<file path="config.mk">
export PLATFORM = sky130hd
export DESIGN_NAME = clk_polarity_ctrl
export DESIGN_NICKNAME = d
export VERILOG_FILES = /design/src/rtl/clk_polarity_ctrl_pkg.sv /design/src/rtl/clk_polarity_ctrl_settle.sv /design/src/rtl/clk_polarity_ctrl.sv
export SDC_FILE = /design/constraint.sdc
export NUM_CORES = 1
export LEC_CHECK = 0
export BUFFER_PORTS_ARGS = -buffer_cell sky130_fd_sc_hd__buf_2
export CAP_MARGIN = 40
export CELL_PAD_IN_SITES_DETAIL_PLACEMENT = 0
export CELL_PAD_IN_SITES_GLOBAL_PLACEMENT = 1
export CORE_MARGIN = 2
export CORE_UTILIZATION = 39
export CTS_CLUSTER_DIAMETER = 40
export DETAILED_ROUTE_END_ITERATION = 8
export PLACE_DENSITY_LB_ADDON = 0.1
export SYNTH_ARGS = -nofsm -noshare
export SYNTH_HDL_FRONTEND = slang
export SYNTH_SLANG_ARGS = --single-unit
</file>
<file path="constraint.sdc">
create_clock -name clk -period 2.23 [get_ports clk]
set_clock_uncertainty 0.1 [all_clocks]
set_input_delay 0.446 -clock clk [delete_from_list [all_inputs] [get_ports clk]]
set_output_delay 0.446 -clock clk [all_outputs]
set_load 0.1 [all_outputs]
</file>
<file path="src/rtl/clk_polarity_ctrl_pkg.sv">
// Shared types for the clock polarity sequencer.
// State encodings and small elaboration helpers.
package clk_polarity_ctrl_pkg;

  typedef enum logic [1:0] {
    ST_IDLE    = 2'd0,
    ST_DRAIN   = 2'd1,
    ST_SWITCH  = 2'd2,
    ST_RESTART = 2'd3
  } cpc_state_e;

  function automatic int cpc_max(
    input int a,
    input int b
  );
    return (a > b) ? a : b;
  endfunction

endpackage

</file>
<file path="src/rtl/clk_polarity_ctrl_settle.sv">
// settle_timer: loadable down-counter with a zero flag.
// Holds at zero; the owner reloads before it could wrap.
module settle_timer #(
  parameter int W = 3
) (
  input  logic         clk,
  input  logic         rst_n,
  input  logic         load,
  input  logic [W-1:0] load_val,
  input  logic         dec,
  output logic         zero
);

  logic [W-1:0] cnt_q;
  logic [W-1:0] cnt_d;

  always_comb begin
    cnt_d = cnt_q;
    if (load) begin
      cnt_d = load_val;
    end else if (dec && (cnt_q != '0)) begin
      cnt_d = cnt_q - 1'b1;
    end
  end

  always_ff @(posedge clk or negedge rst_n) begin
    if (!rst_n) begin
      cnt_q <= '0;
    end else begin
      cnt_q <= cnt_d;
    end
  end

  assign zero = (cnt_q == '0);

endmodule

</file>
<file path="src/rtl/clk_polarity_ctrl.sv">
// Polarity-change sequencer for a clkxor stage.
// Gates the branch off around every select flip.
module clk_polarity_ctrl
  import clk_polarity_ctrl_pkg::*;
#(
  parameter logic RESET_POL     = 1'b0,
  parameter int   GATE_CYCLES   = 4,
  parameter int   SWITCH_CYCLES = 4,
  parameter int   W_CTR         =
    $clog2(cpc_max(GATE_CYCLES, SWITCH_CYCLES)) + 1
) (
  input  logic clk,
  input  logic rst_n,
  input  logic req_valid,
  input  logic req_pol,
  output logic req_ready,
  output logic done,
  output logic busy,
  output logic xor_sel,
  output logic clk_en
);

  localparam logic [W_CTR-1:0] G_LD =
    W_CTR'(GATE_CYCLES - 1);
  localparam logic [W_CTR-1:0] S_LD =
    W_CTR'(SWITCH_CYCLES - 1);

  cpc_state_e       state_q, state_d;
  logic             xor_q, xor_d;
  logic             clk_en_q, clk_en_d;
  logic             done_q, done_d;
  logic             ld;
  logic [W_CTR-1:0] ld_val;
  logic             dec;
  logic             zero;

  settle_timer #(
    .W (W_CTR)
  ) u_timer (
    .clk      (clk),
    .rst_n    (rst_n),
    .load     (ld),
    .load_val (ld_val),
    .dec      (dec),
    .zero     (zero)
  );

  always_comb begin
    state_d  = state_q;
    xor_d    = xor_q;
    clk_en_d = clk_en_q;
    done_d   = 1'b0;
    ld       = 1'b0;
    ld_val   = '0;
    dec      = 1'b0;
    unique case (1'b1)
      (state_q == ST_IDLE): begin
        if (req_valid) begin
          if (req_pol == xor_q) begin
            done_d = 1'b1;
          end else begin
            state_d  = ST_DRAIN;
            clk_en_d = 1'b0;
            ld       = 1'b1;
            ld_val   = G_LD;
          end
        end
      end
      (state_q == ST_DRAIN): begin
        if (zero) begin
          xor_d   = ~xor_q;
          ld      = 1'b1;
          ld_val  = S_LD;
          state_d = ST_SWITCH;
        end else begin
          dec = 1'b1;
        end
      end
      (state_q == ST_SWITCH): begin
        if (zero) begin
          clk_en_d = 1'b1;
          ld       = 1'b1;
          ld_val   = G_LD;
          state_d  = ST_RESTART;
        end else begin
          dec = 1'b1;
        end
      end
      (state_q == ST_RESTART): begin
        if (zero) begin
          done_d  = 1'b1;
          state_d = ST_IDLE;
        end else begin
          dec = 1'b1;
        end
      end
      default: state_d = ST_IDLE;
    endcase
  end

  always_ff @(posedge clk or negedge rst_n) begin
    if (!rst_n) begin
      state_q  <= ST_IDLE;
      xor_q    <= RESET_POL;
      clk_en_q <= 1'b1;
      done_q   <= 1'b0;
    end else begin
      state_q  <= state_d;
      xor_q    <= xor_d;
      clk_en_q <= clk_en_d;
      done_q   <= done_d;
    end
  end

  assign req_ready = (state_q == ST_IDLE);
  assign busy      = ~req_ready;
  assign done      = done_q;
  assign xor_sel   = xor_q;
  assign clk_en    = clk_en_q;

endmodule

</file>
==> metrics.md <==
| Metric | Value |
|---|---|
| Overall Global Routing Usage | 0.168 |
| Initial antenna violation count | 0 |
| CP peak stage delay | ~0.45 ns |
| Yosys warning total | 0 |
| Vias in the first global route | roughly 380 |
| Clk buf depth | 2 |
| Num CTS Buffers | 3 |
| Via count | roughly 370 |
| Sequential-to-total area share from yosys stat | 0.398 |
| Setup TNS | 0 ns |
| Io pins | 9 |
| CTS sink count | 8 |
| Area of the multi-input gates | roughly 280 sq um |
| Largest area contributor in the netlist | dfrtp_1 |
| DRT Wirelength | 940 um |
| Post-Synth Adder-Cell Area | 0.173 |
| Largest family of logic cells by synthesized area | adder cells |
| Global-route wire length before repair | around 1600 um |
| FF/Latch Area | 201 sq um |
| Router iterations before antenna repair | 2 |
| Reg2Reg Depth | 6 |
| WL per Instance | between 10 and 15 um |
| Worst-Margin Slew | a little under 0.5 ns |
| Tcrit/Tclk final | 0.923 |
| Port Buffers | 8 |
| Clock root buffer master | clkbuf_4 |
| Share of cells above drive strength 1 | 0.262 |
| Synth Area in Compound Gates | 0.123 |
| Final-layout fill cell count | 112 |
| DIE AREA | between 1500 and 2000 sq um |
| Worst hold path stage count | 2 |
| FMAX | roughly 0.49 GHz |
| Final HPWL DP | a little over 700 um |
| Remaining global-route overflow | 0 |
| Worst EP required | roughly 1.7 ns |
| Area growth, synth to finish | 19.8% |
| Antenna Cells | 0 |
| Netlist cell types | 22 |
| Final setup vio count | 0 |
| Hold Crit Class | register to register |
| Relative max-transition margin | 0.678 |
| Type of origin of the critical path | register |
| Antenna viol nets, final | 0 |
| Slew Limit Fails | 0 |
| Crit path cell chain | inv_1, ha_2, buf_2 |
| Max cap viols | 0 |
| CP Capture Type | primary output |
| Flops & latches, synth | 8 |
| CP Data Arrival Time | approximately 1.5 ns |
| Tmin final | 2.06 ns |
| H-Tree Depth | 1 |
| Via/cell ratio | roughly 4.7 |
| Top cells by area, synth | dfrtp_1, ha_1, dfstp_2 |
| Status | completed |
| Initial Util | 0.438 |
| Cell Area, Synth | 507 sq um |
| Mux contribution to synthesized area | 0.0617 |
| Core area | 1160 sq um |
| Final nets | 77 |
| Largest net degree at the start of global routing | 9 |
| Mapped Avg Cell Area | approximately 10 sq um |
| Cell row count | 12 |
| Gate Count Post-Synth | 52 |
| CP max-delay cell | buf_2 |
| Die Wd | about 40 um |
| RePlAce Congestion | approximately 0.7 |
| Post-cts sizing count | 0 |
| CP Class | register to primary output |
| CTS tree | done |
| Reg clk slew, reported paths | roughly 0.06 ns |
| Max FO, Critical Path | 7 |
| Yosys top cell area share | 0.346 |
| Clk_lat worst skew | between 0.2 and 0.3 ns |
| Die Y-Extent | around 40 um |
| Residual DRC | 0 |
| Simple-gate share of the synthesized area | 0.126 |
| Post-Synthesis Net Count | 63 |
| Fin. Hold Viols | 0 |
| RSZ-0062 raised after global routing | no |
| First DRT Iteration DRCs | 1 |
| Xor/xnor share of the synthesized area | 0.0667 |
-- kinds of logic (layout without fill, tap and decap cells) --
logic type,after synthesis,after routing
and+or+nand+nor,14,14
AOI/OAI and AO/OA,10,10
DFF,8,8
adders and majority gates,7,7
buffers and inverters,7,20
xor gates and xnor gates,3,3
muxes,3,3
-- timing repair --
action | CTS | global route
hold buffers | 1 | 0
hold endpoints to repair | 7 | 0
buffers inserted | 0 | 0
-- routing by layer --
layer / up-vias / share of wire / GRT usage
met3: 0 / 0.028 / 0.0500
li1: 198 / - / -
met5: - / 0 / 0
met1: 168 / 0.51 / 0.216
met4: 0 / 0 / 0.103
met2: 2 / 0.46 / 0.242
-- through the flow --
stage | setup WS [ns] | cell area, sq um | hold slack [ns] | cells | util
after floorplan | 0.0445 | 509 | 0.0504 | 52 | -
after global placement | 0.485 | 571 | 0.202 | 74 | 0.494
after detailed placement | 0.447 | 571 | 0.203 | 74 | 0.494
after CTS | 0.168 | 607 | 0.426 | 79 | 0.525
after global routing | 0.117 | 607 | 0.457 | 79 | 0.525
final | 0.172 | 607 | 0.419 | 79 | 0.525
-- worst max-delay path: cells and delay by family, from the launching register on --
family                   cells  cell delay (ns)
adder cells (fa/ha/maj)      1             0.27
buffers and inverters        2             0.59
flip-flops                   1             0.41
-- placed cells by master (no fill, tap or decap), drive strengths merged --
cell / instances
or4: 1
dfrtp: 7
dlygate4sd3: 1
inv: 6
a21o: 1
nor3: 1
buf: 9
nor2b: 1
xor2: 1
ha: 7
a21oi: 5
mux2i: 2
mux2: 1
o311ai: 1
o21ai: 2
o21bai: 1
nand3: 1
xnor2: 2
nor2: 5
dfstp: 1
clkbuf: 4
nand2: 5
-- worst paths after layout --
check | slack (ns) | endpoint | from
max reg2reg | 0.54 | state_q[1]$_DFFE_PN0P_ | state_q[0]$_DFFE_PN0P_
max | 0.17 | req_ready | state_q[0]$_DFFE_PN0P_
max in group asynchronous | 1.33 | clk_en$_DFFE_PN1P_ | rst_n
min | 0.42 | u_timer.cnt_q[1]$_DFFE_PN0P_ | u_timer.cnt_q[1]$_DFFE_PN0P_
min reg2reg | 0.42 | u_timer.cnt_q[1]$_DFFE_PN0P_ | u_timer.cnt_q[1]$_DFFE_PN0P_
min in group asynchronous | 0.45 | state_q[1]$_DFFE_PN0P_ | rst_n
-- state kept, by name, summed over array words and instances (netlist names) --
signal and cells:
done 1, xor_sel 1, u_timer.cnt_q 3, clk_en 1
state_q 2
-- cell usage after synthesis, drive strengths merged --
master / number
nor2: 5
mux2: 1
nor3: 1
xor2: 1
inv: 6
dfrtp: 7
mux2i: 2
a21o: 1
or4: 1
nor2b: 1
ha: 7
clkbuf: 1
nand2: 5
xnor2: 2
o311ai: 1
dfstp: 1
a21oi: 5
o21bai: 1
o21ai: 2
nand3: 1
-- layout make-up --
class | instances | area share
Tap cell | 14 | 0.0289
Inverter | 6 | 0.0371
Timing Repair Buffer | 10 | 0.0948
Clock buffer | 4 | 0.0433
Sequential cell | 8 | 0.332
Multi-Input combinational cell | 37 | 0.464
Power is left out: the tool's default activity adds up to more than one toggle a clock period on the data nets, which glitch-free logic cannot reach.
